===== config.mk =====
export PLATFORM = sky130hd
export DESIGN_NAME = truth_table_reader
export DESIGN_NICKNAME = d
export VERILOG_FILES = /design/src/rtl/truth_table_reader.sv
export SDC_FILE = /design/constraint.sdc
export NUM_CORES = 1
export LEC_CHECK = 0
export ABC_AREA = 1
export CAP_MARGIN = 20
export CORE_AREA = 2 2 63 65
export CTS_CLUSTER_SIZE = 20
export DETAILED_ROUTE_END_ITERATION = 8
export DIE_AREA = 0 0 65 67
export GPL_ROUTABILITY_DRIVEN = 0
export REMOVE_ABC_BUFFERS = 1
export SLEW_MARGIN = 20
export SYNTH_ARGS = -nofsm -noshare
export SYNTH_HDL_FRONTEND = slang
export SYNTH_SLANG_ARGS = --single-unit

===== constraint.sdc =====
create_clock -name clk -period 4.13 [get_ports clk]
set_clock_uncertainty 0.1 [all_clocks]
set_input_delay 1.0325 -clock clk [delete_from_list [all_inputs] [get_ports clk]]
set_output_delay 1.0325 -clock clk [all_outputs]
set_load 0.02 [all_outputs]

===== src/rtl/truth_table_reader.sv =====
`default_nettype none
// ============================================================================
//  Module      : truth_table_reader
//  Description : Walks a 3-input combinational function through all eight
//                input combinations, holding each for SETTLE cycles before
//                sampling its output. Assembles the eight samples into a
//                captured truth table, reports its popcount, and compares it
//                against a reference table.
//
//  Parameters  : SETTLE     - cycles each input pattern is held before sampling
//                             (1..15)
//  Ports       : clk        - single clock, rising edge
//                reset_n    - asynchronous active-low reset
//                start      - capture request, honoured only when idle
//                dut_y      - output of the function under read
//                expected   - reference table, bit i = expected y for index i
//                dut_a/b/c  - driven function inputs, {a,b,c} = index (a MSB)
//                busy       - capture in progress
//                done       - one-cycle pulse at capture completion
//                cap_table  - captured table, bit i = sampled y for index i
//                             (the name "table" is a reserved word)
//                ones       - popcount of cap_table
//                match      - cap_table == expected
//  Revision    : 1.0 - initial release
// ============================================================================
module truth_table_reader #(
    parameter int SETTLE = 1
) (
    input  logic       clk,
    input  logic       reset_n,
    input  logic       start,
    input  logic       dut_y,
    input  logic [7:0] expected,
    output logic       dut_a,
    output logic       dut_b,
    output logic       dut_c,
    output logic       busy,
    output logic       done,
    output logic [7:0] cap_table,
    output logic [3:0] ones,
    output logic       match
);

    localparam logic [1:0] c_IDLE   = 2'd0;
    localparam logic [1:0] c_WAIT   = 2'd1;
    localparam logic [1:0] c_SAMPLE = 2'd2;
    localparam logic [1:0] c_DONE   = 2'd3;

    localparam logic [3:0] c_SETTLE = 4'(SETTLE);

    logic [1:0] r_state;
    logic [2:0] r_index;
    logic [3:0] r_cnt;
    logic [7:0] r_table;
    logic [2:0] r_abc;
    logic       r_busy;
    logic       r_done;
    logic [3:0] w_ones;

    always_ff @(posedge clk or negedge reset_n) begin
        if (!reset_n) begin
            r_state <= c_IDLE;
            r_index <= 3'd0;
            r_cnt   <= 4'd0;
            r_table <= 8'd0;
            r_abc   <= 3'd0;
            r_busy  <= 1'b0;
            r_done  <= 1'b0;
        end else begin
            r_done <= 1'b0;
            case (r_state)
                c_IDLE: begin
                    if (start) begin
                        r_state <= c_WAIT;
                        r_index <= 3'd0;
                        r_cnt   <= c_SETTLE;
                        r_table <= 8'd0;
                        r_abc   <= 3'd0;
                        r_busy  <= 1'b1;
                    end
                end
                c_WAIT: begin
                    // The counter is loaded with SETTLE on entry, so leaving
                    // when it reaches 1 keeps WAIT for exactly SETTLE cycles.
                    r_cnt <= r_cnt - 4'd1;
                    if (r_cnt <= 4'd1) begin
                        r_state <= c_SAMPLE;
                    end
                end
                c_SAMPLE: begin
                    r_table[r_index] <= dut_y;
                    if (r_index == 3'd7) begin
                        r_state <= c_DONE;
                        r_busy  <= 1'b0;
                        r_done  <= 1'b1;
                        r_abc   <= 3'd0;
                    end else begin
                        r_state <= c_WAIT;
                        r_index <= r_index + 3'd1;
                        r_abc   <= r_index + 3'd1;
                        r_cnt   <= c_SETTLE;
                    end
                end
                c_DONE: begin
                    r_state <= c_IDLE;
                end
                default: begin
                    r_state <= c_IDLE;
                end
            endcase
        end
    end

    always_comb begin
        w_ones = 4'd0;
        for (int i = 0; i < 8; i++) begin
            w_ones = w_ones + {3'd0, r_table[i]};
        end
    end

    assign dut_a     = r_abc[2];
    assign dut_b     = r_abc[1];
    assign dut_c     = r_abc[0];
    assign busy      = r_busy;
    assign done      = r_done;
    assign cap_table = r_table;
    assign ones      = w_ones;
    assign match     = (r_table == expected);

endmodule
`default_nettype wire


[After elaboration in Yosys (flattened, before gate mapping)]
Cells that the tools add are included.
Word-level totals
  register bits after elaboration: 22
  bits in latches: 0
  memory bits (writable): 0
  ROM bits: 0
  output and inout bits: 18
  memories kept: 0
Cells by class
  add/subtract/negate cells: 9
  $mul: 0
  div/mod/pow operators: 0
  $lt $le $gt $ge: 3
  eq/ne operators: 9
  shift-type cells: 0
  mux-type cells: 22
  bitwise gates (word level): 0
  reductions and logical operators: 9
Operators by type and width (number)
  $add 4x1->4: 4
  $pmux 8 s2: 1
  $pmux 3 s2: 2
  $pmux 4 s3: 1
  $mux 3: 3
  $reduce_and 3->1: 3
  $bwmux 8: 1
  $eq 8x8->1: 1
  $mux 4: 2
  $mux 8: 1
  $ne 2x2->1 const B: 4
  $pmux 2 s4: 1
  $mux 2: 3
  $mux 1: 5
  $add 3x1->4: 1
  $eq 2x2->1 const B: 2
  $le 4x1->1 const B: 1
  $lt 3x4->1 const B: 1
  $reduce_and 2->1: 2
  $sub 4x1->4 const B: 1
  $add 2x1->3: 1
  $add 3x1->3 const B: 1
  $demux 1 s3: 1
  $eq 3x3->1 const B: 1
  other kinds (8): 8

[Longest topological paths before layout]
  word-level depth: 7
  mapped depth: 9

[Least setup slack after synthesis]
No wires, ideal clock.
  kind: reg-to-output
  from: register r_table[0] (netlist: cap_table[0])
  to: output port ones[2]
  arrival time: 2.975 ns
  required time: 2.998 ns
  path slack: 0.023 ns
  stages on the path, launching flop included: 10
  cell sequence: dfrtp_1 > inv_1 > fa_1 > fa_1 > fa_1 > inv_1 > ha_1 > inv_1 > fa_1 > xnor2_1
Between the ends
  cells in the longest elaborated chain, start to end: 7
Ends and longest elaborated chain
  from (decl): RTL line 54  | logic [7:0] r_table;
  from (signal, indexed assignment): RTL line 91  | r_table[r_index] <= dut_y;
  $add 1x1->2: RTL line 117  | w_ones = w_ones + {3'd0, r_table[i]};
  $add 2x1->3: RTL line 117
  $add 3x1->4: RTL line 117
  $add 4x1->4 (4 in series): RTL line 117
  to (decl): RTL line 40  | output logic [3:0] ones,
Every way passes these cells.

[Worst setup path in the final report]
  from: register r_table[0] (netlist: cap_table[0])
  to: output port ones[1]
Same word-level chain as after synthesis.

==> flow_summary.ini <==
[global_route]
gr-usage-all-layers_pct = 14.75
first_global_vias = 1149
grt_pass1_wl_um = 4864
grt_overflow_total = 0
antenna_found_initial = 0
grt_start_max_net_pins = 23

[detailed_routing]
drc = 0
via_per_inst = 4.427
via_count = 1244
wl_per_cell_um = 10.11
drt_first_pass_iters = 4
drt_wl_total_um = 2840
ant_nets = 0
dr.first_iter.drc_count = 35

[clocking]
numCtsBuffers = 3
cts_tree = yes
clk_path_buf_depth = 2
htreeDepth = 1
cts_sinks = 22
cts_root_buf = clkbuf_8
clock_latency_ns = 0.26
clk_pin_slew_worst_paths_ns = 0.08

[setup_path]
critical-path-max-stage-delay_ns = 0.55
worstSetupStartpointType = register
worstPathMaxFanout = 2
cp.arrival_ns = 3.03
r2r_cells = 8
path_cells = inv_2, fa_1, fa_1, fa_1, inv_1, ha_2, inv_2, fa_2, inv_2, buf_6
crit_type = register to output pin
cp_num_cells = 10
path_delay_family = adder cells
slowest_stage = fa_1
path_buf_inv = 5
required_ns = 3.00
end_kind = output pin

[sta]
slew-limit-headroom_pct = 68.17
final-setup-viol-count = 1
setup_ws_ns = -0.03032
worstMarginPinSlew_ns = 0.4775
fmax_mhz = 240.4
hold_viol = 0
period_needed_ns = 4.160
rsz0062_at_grt = true
worst_hold_slack_ns = 0.3796
period_share_pct = 100.7
slew_viol_final = 0
tns_ns = -0.03032

[layout]
instances_no_fill = 281
layout-drive-gt1-share_pct = 11.59
utilization_pct = 50.97
fillers = 361
area_delta_synth_final_pct = 30.58
fin_nets = 258
regArea_um2 = 550.5
multi_input_area_um2 = 715.7
antenna-diode-count = 0

[status]
failed_checks = negative setup slack
outcome = complete, but fails checks

[pwr]
peakVddDrop_v = 0.0002616
pwr_density_cell_nw_per_um2 = 449.5
power.leakage_nw = 0.9640

[run]
drv_cap = 0

[floorplanning]
dieArea_um2 = 4355
fp-row-count = 22
die_w_um = 65
fp.dieH_um = 67
ios = 30
start_util_pct = 39.04
core-area_um2 = 3606

[yosys]
synthDistinctLibCells = 19
synth-compound-area-share_pct = 4.356
syn_avg_cell_area_um2 = 7.218
synth_xor_area_share_pct = 0.6222
muxShareOfSynthArea_pct = 0
yosys.area_share.simple_pct = 33.60
yosysSeqAreaShare_pct = 39.11
synth_top_family_by_area = simple AND/OR/NAND/NOR gates
netlist_area_um2 = 1408
synth_cells = 195
ys_warn_count = 0
synth-seq-cells = 22
synthAdderAreaFrac_pct = 11.91

[placement]
portBuffers = 29
dp.cells = 277
dp_slack_ns = -0.2388
dp.final_hpwl_um = 2297

[worst_hold_path]
hold_class = register to register
min_path_cells = 2
-- worst reg2reg max path: cells and delay by family, from the launching register on --
kind | cells | cell delay, ns
buffers and inverters | 2 | 0.19
DFF | 1 | 0.48
adders and majority gates | 2 | 0.42
and+or+nand+nor | 4 | 0.28
-- timing repair --
item,in CTS,in global routing
setup buffers,0,1
endpoints found under the setup margin,4,2
hold buffers,0,0
resized for setup,17,3
-- registers in the layout, indices dropped and copies added, names as in the netlist --
name / cells
done: 1
r_cnt: 4
cap_table: 8
r_state: 2
r_abc: 3
busy: 1
r_index: 3
-- kinds of logic (layout without fill, tap and decap cells) --
| family | Yosys count | in the layout |
|---|---|---|
| DFF | 22 | 22 |
| and+or+nand+nor | 111 | 111 |
| AOI/OAI and AO/OA | 11 | 11 |
| xor gates and xnor gates | 1 | 1 |
| adders and majority gates | 11 | 11 |
| buffers and inverters | 39 | 77 |
-- synthesized netlist by cell type --
| cell | instances | share of area, % |
|---|---|---|
| nand3_1 | 18 | 6.4 |
| o21ai_1 | 1 | 0.36 |
| nand3_2 | 1 | 0.71 |
| a22o_1 | 1 | 0.62 |
| nor2_4 | 1 | 0.80 |
| nand2_1 | 67 | 18 |
| fa_1 | 4 | 5.7 |
| nor2_2 | 2 | 0.89 |
| o211ai_1 | 1 | 0.53 |
| nand2_4 | 1 | 0.80 |
| inv_2 | 2 | 0.53 |
| xnor2_1 | 1 | 0.62 |
| nand4_1 | 2 | 0.89 |
| ha_1 | 7 | 6.2 |
| or2_2 | 1 | 0.44 |
| nor2_1 | 18 | 4.8 |
| dfrtp_1 | 22 | 39 |
| inv_1 | 37 | 9.9 |
| o21ai_0 | 8 | 2.8 |
-- area by class of cell --
cell class	instances	share of cell area [%]
clock buffer	3	2.246
multi-input combinational	134	38.94
tap	48	3.268
sequential	22	29.95
inverter	39	7.965
timing repair buffer	35	17.63
-- metrics by stage --
| step | instance area, um^2 | total power, mW |
|---|---|---|
| detailed placement | 1795 | 0.7054 |
| floorplan | 1408 | 0.5632 |
| CTS | 1833 | 0.8336 |
| global route | 1838 | 0.9110 |
| finish | 1838 | 0.8262 |
| global placement | 1795 | 0.7033 |
-- final timing paths --
check                        startpoint    endpoint  slack, ns
max                        cap_table[0]     ones[1]      -0.03
min                            r_abc[1]    r_abc[1]       0.38
max reg2reg                  r_index[0]  r_index[0]       2.56
min reg2reg                    r_abc[1]    r_abc[1]       0.38
max in group asynchronous       reset_n    r_cnt[1]       2.98
min in group asynchronous       reset_n    r_cnt[0]       0.62
-- per-layer routing --
metal	vias up	share of wire (%)	global-route usage, %
met5	-	0	0
li1	671	-	-
met3	4	4.2	2.196
met2	20	51	27.58
met1	549	44	16.53
met4	0	1.3	6.383
-- layout by cell type, fill, tap and decap left out, types with 2 or more instances in the layout --
cell type,n
ha_1,6
buf_4,6
inv_1,32
nand3_1,18
buf_2,2
nor2_2,2
fa_1,3
clkbuf_8,3
clkdlybuf4s50_1,24
nor2_1,18
o21ai_0,8
inv_2,7
nand4_1,2
dlygate4sd2_1,2
dfrtp_1,22
nand2_1,67
-- power breakdown --
group	total (mW)	switching [mW]	leakage (nW)	internal, mW
clock network	0.129	0.0643	0.0216	0.0650
logic	0.381	0.225	0.652	0.156
registers	0.316	0.0505	0.291	0.265
(Power assumes the default switching activity.)
